`src/rtl/stream_block_serializer_pkg.sv`:
```
// Shared definitions for the block serializer datapath.
// Contents:
//   BLOCK_DIM     - coefficients per row/column of a block
//   IdxWidth      - width of the row/column counter
//   LastIdx       - counter value of the final beat of a block
//   coef_row_t    - one packed row at the default coefficient width
//   coef_block_t  - one packed 8x8 block at the default coefficient width
//   state_e       - serializer control states
package stream_block_serializer_pkg;

  localparam int unsigned BLOCK_DIM        = 8;
  localparam int unsigned IdxWidth         = 3;
  localparam int unsigned CoefWidthDefault = 16;

  localparam logic [IdxWidth-1:0] LastIdx = 3'd7;

  typedef logic [BLOCK_DIM-1:0][CoefWidthDefault-1:0] coef_row_t;
  typedef logic [BLOCK_DIM-1:0][BLOCK_DIM-1:0][CoefWidthDefault-1:0] coef_block_t;

  typedef enum logic [0:0] {
    StIdle,
    StSend
  } state_e;

endpackage

```
`src/rtl/block_row_select.sv`:
```
// Combinational row/column picker for an 8x8 coefficient block.
// Element [r][c] of the block sits at block_i[(r*8+c)*COEF_WIDTH +: COEF_WIDTH].
// Ports:
//   block_i - full block, 64 coefficients
//   idx_i   - row (COLUMN_ORDER=0) or column (COLUMN_ORDER=1) to pick
//   row_o   - picked line; element k at row_o[k*COEF_WIDTH +: COEF_WIDTH]
module block_row_select
  import stream_block_serializer_pkg::*;
#(
  parameter int unsigned COEF_WIDTH   = 16,
  parameter int unsigned COLUMN_ORDER = 0
) (
  input  logic [BLOCK_DIM*BLOCK_DIM*COEF_WIDTH-1:0] block_i,
  input  logic [IdxWidth-1:0]                       idx_i,
  output logic [BLOCK_DIM*COEF_WIDTH-1:0]           row_o
);

  always_comb begin
    int unsigned sel;
    sel   = 32'(idx_i);
    row_o = '0;
    for (int unsigned k = 0; k < BLOCK_DIM; k++) begin
      if (COLUMN_ORDER != 0) begin
        row_o[k*COEF_WIDTH +: COEF_WIDTH] = block_i[(k*BLOCK_DIM + sel)*COEF_WIDTH +: COEF_WIDTH];
      end else begin
        row_o[k*COEF_WIDTH +: COEF_WIDTH] = block_i[(sel*BLOCK_DIM + k)*COEF_WIDTH +: COEF_WIDTH];
      end
    end
  end

endmodule

```
`src/rtl/stream_block_serializer.sv`:
```
// Serializes one 8x8 coefficient block (one wide stream beat) into eight narrow
// row beats, or column beats when COLUMN_ORDER=1. One block is held at a time;
// the next block is accepted on the handshake of the final beat, so output runs
// at one beat per cycle with no bubble between blocks.
// Ports:
//   aclk, areset        - clock, synchronous active-high reset
//   in_t_*              - block input stream (slave); t_last is not needed since
//                         every input beat is a complete block
//   out_t_*             - row/column output stream (master)
module stream_block_serializer
  import stream_block_serializer_pkg::*;
#(
  parameter int unsigned COEF_WIDTH   = 16,
  parameter int unsigned COLUMN_ORDER = 0,
  parameter int unsigned IdWidth      = 4,
  parameter int unsigned DestWidth    = 4,
  parameter int unsigned UserWidth    = 1
) (
  input  logic                      aclk,
  input  logic                      areset,
  // block input
  input  logic                      in_t_valid_i,
  output logic                      in_t_ready_o,
  input  logic [64*COEF_WIDTH-1:0]  in_t_data_i,
  input  logic [8*COEF_WIDTH-1:0]   in_t_keep_i,
  input  logic [8*COEF_WIDTH-1:0]   in_t_strb_i,
  input  logic [IdWidth-1:0]        in_t_id_i,
  input  logic [DestWidth-1:0]      in_t_dest_i,
  input  logic [UserWidth-1:0]      in_t_user_i,
  // row output
  output logic                      out_t_valid_o,
  input  logic                      out_t_ready_i,
  output logic [8*COEF_WIDTH-1:0]   out_t_data_o,
  output logic [COEF_WIDTH-1:0]     out_t_keep_o,
  output logic [COEF_WIDTH-1:0]     out_t_strb_o,
  output logic [IdWidth-1:0]        out_t_id_o,
  output logic [DestWidth-1:0]      out_t_dest_o,
  output logic [UserWidth-1:0]      out_t_user_o,
  output logic                      out_t_last_o
);

  state_e                    state_q, state_d;
  logic [IdxWidth-1:0]       idx_q, idx_d;
  logic [64*COEF_WIDTH-1:0]  data_q;
  logic [8*COEF_WIDTH-1:0]   keep_q, strb_q;
  logic [IdWidth-1:0]        id_q;
  logic [DestWidth-1:0]      dest_q;
  logic [UserWidth-1:0]      user_q;

  logic load;
  logic in_hs, out_hs;
  logic on_last;

  assign on_last = (idx_q == LastIdx);

  always_comb begin
    out_t_valid_o = (state_q == StSend);
    out_t_last_o  = out_t_valid_o && on_last;
    // Only combinational ready path: the final beat's downstream ready frees the slot.
    in_t_ready_o  = (state_q == StIdle) || (out_t_valid_o && on_last && out_t_ready_i);
    in_hs         = in_t_valid_i && in_t_ready_o;
    out_hs        = out_t_valid_o && out_t_ready_i;

    state_d = state_q;
    idx_d   = idx_q;
    load    = 1'b0;

    unique case (state_q)
      StIdle: begin
        if (in_hs) begin
          load    = 1'b1;
          idx_d   = '0;
          state_d = StSend;
        end
      end
      StSend: begin
        if (out_hs) begin
          if (!on_last) begin
            idx_d = idx_q + 3'd1;
          end else begin
            idx_d = '0;
            if (in_hs) begin
              load = 1'b1;
            end else begin
              state_d = StIdle;
            end
          end
        end
      end
      default: begin
        state_d = StIdle;
        idx_d   = '0;
      end
    endcase
  end

  always_ff @(posedge aclk) begin
    if (areset) begin
      state_q <= StIdle;
      idx_q   <= '0;
      data_q  <= '0;
      keep_q  <= '0;
      strb_q  <= '0;
      id_q    <= '0;
      dest_q  <= '0;
      user_q  <= '0;
    end else begin
      state_q <= state_d;
      idx_q   <= idx_d;
      if (load) begin
        data_q <= in_t_data_i;
        keep_q <= in_t_keep_i;
        strb_q <= in_t_strb_i;
        id_q   <= in_t_id_i;
        dest_q <= in_t_dest_i;
        user_q <= in_t_user_i;
      end
    end
  end

  block_row_select #(
    .COEF_WIDTH  (COEF_WIDTH),
    .COLUMN_ORDER(COLUMN_ORDER)
  ) u_row_select (
    .block_i(data_q),
    .idx_i  (idx_q),
    .row_o  (out_t_data_o)
  );

  // A column spans every row, so no single row's keep/strb slice applies to it.
  always_comb begin
    if (COLUMN_ORDER != 0) begin
      out_t_keep_o = '1;
      out_t_strb_o = '1;
    end else begin
      out_t_keep_o = keep_q[32'(idx_q)*COEF_WIDTH +: COEF_WIDTH];
      out_t_strb_o = strb_q[32'(idx_q)*COEF_WIDTH +: COEF_WIDTH];
    end
  end

  assign out_t_id_o   = id_q;
  assign out_t_dest_o = dest_q;
  assign out_t_user_o = user_q;

endmodule

```
`config.mk`:
```
export PLATFORM = sky130hd
export DESIGN_NAME = stream_block_serializer
export DESIGN_NICKNAME = d
export VERILOG_FILES = /design/src/rtl/stream_block_serializer_pkg.sv /design/src/rtl/block_row_select.sv /design/src/rtl/stream_block_serializer.sv
export SDC_FILE = /design/constraint.sdc
export NUM_CORES = 2
export LEC_CHECK = 0
export CAP_MARGIN = 20
export CORE_AREA = 2 2 577 579
export CTS_CLUSTER_DIAMETER = 30
export CTS_CLUSTER_SIZE = 10
export DETAILED_ROUTE_END_ITERATION = 10
export DIE_AREA = 0 0 579 581
export PLACE_DENSITY = 0.52
export SLEW_MARGIN = 25
export SYNTH_ARGS = -nofsm -noshare
export SYNTH_HDL_FRONTEND = slang
export SYNTH_SLANG_ARGS = --single-unit
```
`constraint.sdc`:
```
create_clock -name aclk -period 2.3 [get_ports aclk]
set_input_delay 0.69 -clock aclk [delete_from_list [all_inputs] [get_ports aclk]]
set_output_delay 0.69 -clock aclk [all_outputs]
set_load 0.05 [all_outputs]
```
==> reports/summary.txt <==
H-tree level count: 5
Status: finished with violations
Top Ports: 1,465
Tcrit/Tclk final: 161%
Pins Over Slew Limit: 0
DR pass1 iterations: 5
CP most frequent cell: buf_12
Dpl hpwl: 234,000 µm
Number of global-route vias before repair: 56,000
Hold Path Depth: 3
Netlist cell types: 24
Worst R2R End: data_q[977]
GRT Overall Usage: 17.0%
Max-cap check violation count: 0
Measured slew at the worst slew-check pin: 0.549 ns
Fill cell count: 33,300
NumNets Final: 9,220
CP Class: reg -> out
Critical Path Start Type: flip-flop
Seq/Total Area, Yosys: 38.3%
Syn-to-layout area delta: 55.1%
Failing checks: setup timing
Final setup viols: 1,451
Antenna violations before repair: 97
Commonest non-fill, non-tap cell in the layout: nand2b_1
Core area: 0.330 mm²
Final ANT Viol Nets: 0
Clk root buf: clkbuf_16
Routed WL: 301,000 µm
R2R setup slack: -0.48 ns
CTS Sinks: 1,293
Peak supply drop: 0.557 mV
Clock Tree Buf Depth: 4
Die ar.: 0.336 mm²
Worst-path fanout max: 16
Mapped cell area: 0.0676 mm²
Syn Nets: 7,473
RSZ-0062 raised after global routing: true
Avg Synthesized Cell Area: 10.9 µm²
Wire per inst: 23.8 µm
Largest net degree at the start of global routing: 135
PD cells: 859 mW/mm²
Crit path setup slack, layout: -1.39 ns
Clk Latency, worst-skew pair: 0.90 ns
Critical Path Start: idx_q[0]
Layout Skew: 0.0800 ns
Register bit total from synthesis: 1,293
Crit-path cells: buf_12 -> buf_12 -> buf_16 -> mux4_2 -> mux2_4 -> buf_12
Leakage Power: 40.1 nW
Vias: 52,600
Hold EP: data_q[762]
Worst R2R Path Depth: 13
Final hold vios: 0
Starting Density: 20.5%
Most frequent cells in the layout: 2,578 x nand2b_1, 1,291 x clkdlybuf4s50_1, 1,290 x dfxtp_1, 1,284 x mux2i_1, 385 x clkbuf_16
Port bufs: 1,464
Synth Warn #: 0
Cell count after synthesis: 6,178
Die Y: 581 µm
Row cnt: 211
Largest stage delay on the critical path: 0.52 ns
Die Width: 579 µm
Hold path start: in_t_data_i[762]
CP top delay family: multiplexers
Layout cells sized above 1: 20.4%
Fin crit period: 3.69 ns
Clock-pin slew of the registers on the worst-case setup and hold paths: 0.05 ns
CTS buffer count: 370
Relative slew slack: 63.4%
Global route overflow: 0
Critical Path Slowest Stage Cell: mux4_2
TritonCTS clock tree: yes
Final TNS setup: -643.54 ns
Final Wtd Congestion: 0.879
Via/cell ratio: 4.17
Critical path required time: 1.61 ns
Reg-to-Reg Start: idx_q[0]
HP Class: in -> reg
CP Data Arrival Time: 3.00 ns
DRC: 0
Worst slack, placed: -0.527 ns
Fmax: 271 MHz
Crit path buffers/inverters: 4
Iteration-0 DRC Markers: 3,070
Worst Setup End Kind: output pin
First-pass GRT wire length: 415,000 µm
-- metrics by stage --
| stage | util [%] | total power, mW | hold WS, ns | instances | cell area (µm²) |
|---|---|---|---|---|---|
| finish | 31.8 | 90.0 | 0.367 | 12600 | 105000 |
| global route | 31.8 | 92.9 | 0.300 | 12600 | 105000 |
| CTS | 31.5 | 90.7 | 0.260 | 12600 | 104000 |
| detailed placement | 27.1 | 36.4 | 0.458 | 11900 | 89500 |
| global placement | 27.1 | 36.3 | 0.453 | 11900 | 89500 |
| floorplan | - | 30.8 | 0.444 | 6178 | 68100 |
-- worst max-delay path by stage --
stage | to | cells past startpoint
detailed placement | out_t_data_o[66] | 6
global route | out_t_data_o[72] | 6
floorplan | out_t_data_o[104] | 5
global placement | out_t_data_o[66] | 6
finish | out_t_data_o[76] | 6
CTS | out_t_keep_o[5] | 6
-- tightest hold or removal path, delay by kind of cell --
kind | cells | cell delay (ns)
mux | 1 | 0.06
buf+inv | 1 | 0.39
simple gates | 1 | 0.06
-- final cells by class --
class	count	area, µm²	share of cell area (%)
clock buffer	515	10600	10.1
inverter	1	3.75	0.00358
antenna	40	100	0.0955
multi-input combinational	4363	38900	37.2
sequential	1293	25900	24.7
tap	4366	5460	5.21
timing repair buffer	1896	21300	20.3
clock inverter	155	2490	2.38
-- Yosys cell counts --
| cell type | n | area (µm²) |
|---|---|---|
| nand2b_1 | 2578 | 16100 |
| dfxtp_1 | 1293 | 25900 |
| mux2i_1 | 1290 | 12900 |
| clkbuf_1 | 318 | 1190 |
| mux4_2 | 217 | 4890 |
| mux2_2 | 160 | 1800 |
| buf_6 | 141 | 1590 |
| mux4_1 | 102 | 2680 |
| buf_2 | 30 | 150 |
| buf_1 | 15 | 56.3 |
| buf_4 | 14 | 105 |
| nor2_1 | 4 | 15.0 |
| buf_8 | 3 | 45.0 |
| a21oi_1 | 2 | 10.0 |
| ha_1 | 2 | 25.0 |
| a21boi_2 | 1 | 11.3 |
| a32oi_1 | 1 | 8.76 |
| and2_1 | 1 | 6.26 |
| inv_1 | 1 | 3.75 |
| mux4_4 | 1 | 25.0 |
| nand2_1 | 1 | 3.75 |
| nand4b_1 | 1 | 8.76 |
| nor2b_1 | 1 | 6.26 |
| nor4bb_1 | 1 | 10.0 |
-- power breakdown --
part	total (mW)	internal (mW)	switching (mW)
Clock	53.3	37.4	15.9
Combinational	11.7	6.50	5.19
Sequential	25.0	24.0	1.02
-- sequential cells by signal, indices dropped and copies added, names as in the netlist --
| name | flops |
|---|---|
| out_t_id_o | 4 |
| strb_q | 128 |
| out_t_valid_o | 1 |
| idx_q | 3 |
| out_t_user_o | 1 |
| data_q | 1024 |
| out_t_dest_o | 4 |
| keep_q | 128 |
-- metal layers --
layer / share of wire [%] / up-vias / track usage (%)
li1: - / 24500 / -
met1: 42 / 25700 / 20.8
met2: 48 / 1843 / 28.7
met3: 6.8 / 460 / 4.48
met4: 3.1 / 70 / 5.96
met5: 0.14 / - / 0
-- what timing repair did --
action                     4_1_cts  5_1_grt
hold buffers                     0        0
gates cloned                    16       15
resized for setup              244      174
setup endpoints to repair     1456     1452
setup buffers                   31       19
pin swaps                        1        0
-- cells by family after synthesis --
| family | share of synthesized area (%) |
|---|---|
| AO/OA/AOI/OAI | 0.0444 |
| buffers and inverters | 4.65 |
| flip-flops | 38.3 |
| AND/OR/NAND/NOR | 23.9 |
| adder cells (fa/ha/maj) | 0.0370 |
| multiplexers | 33.0 |
No activity file was read; power rests on OpenSTA's default activity.
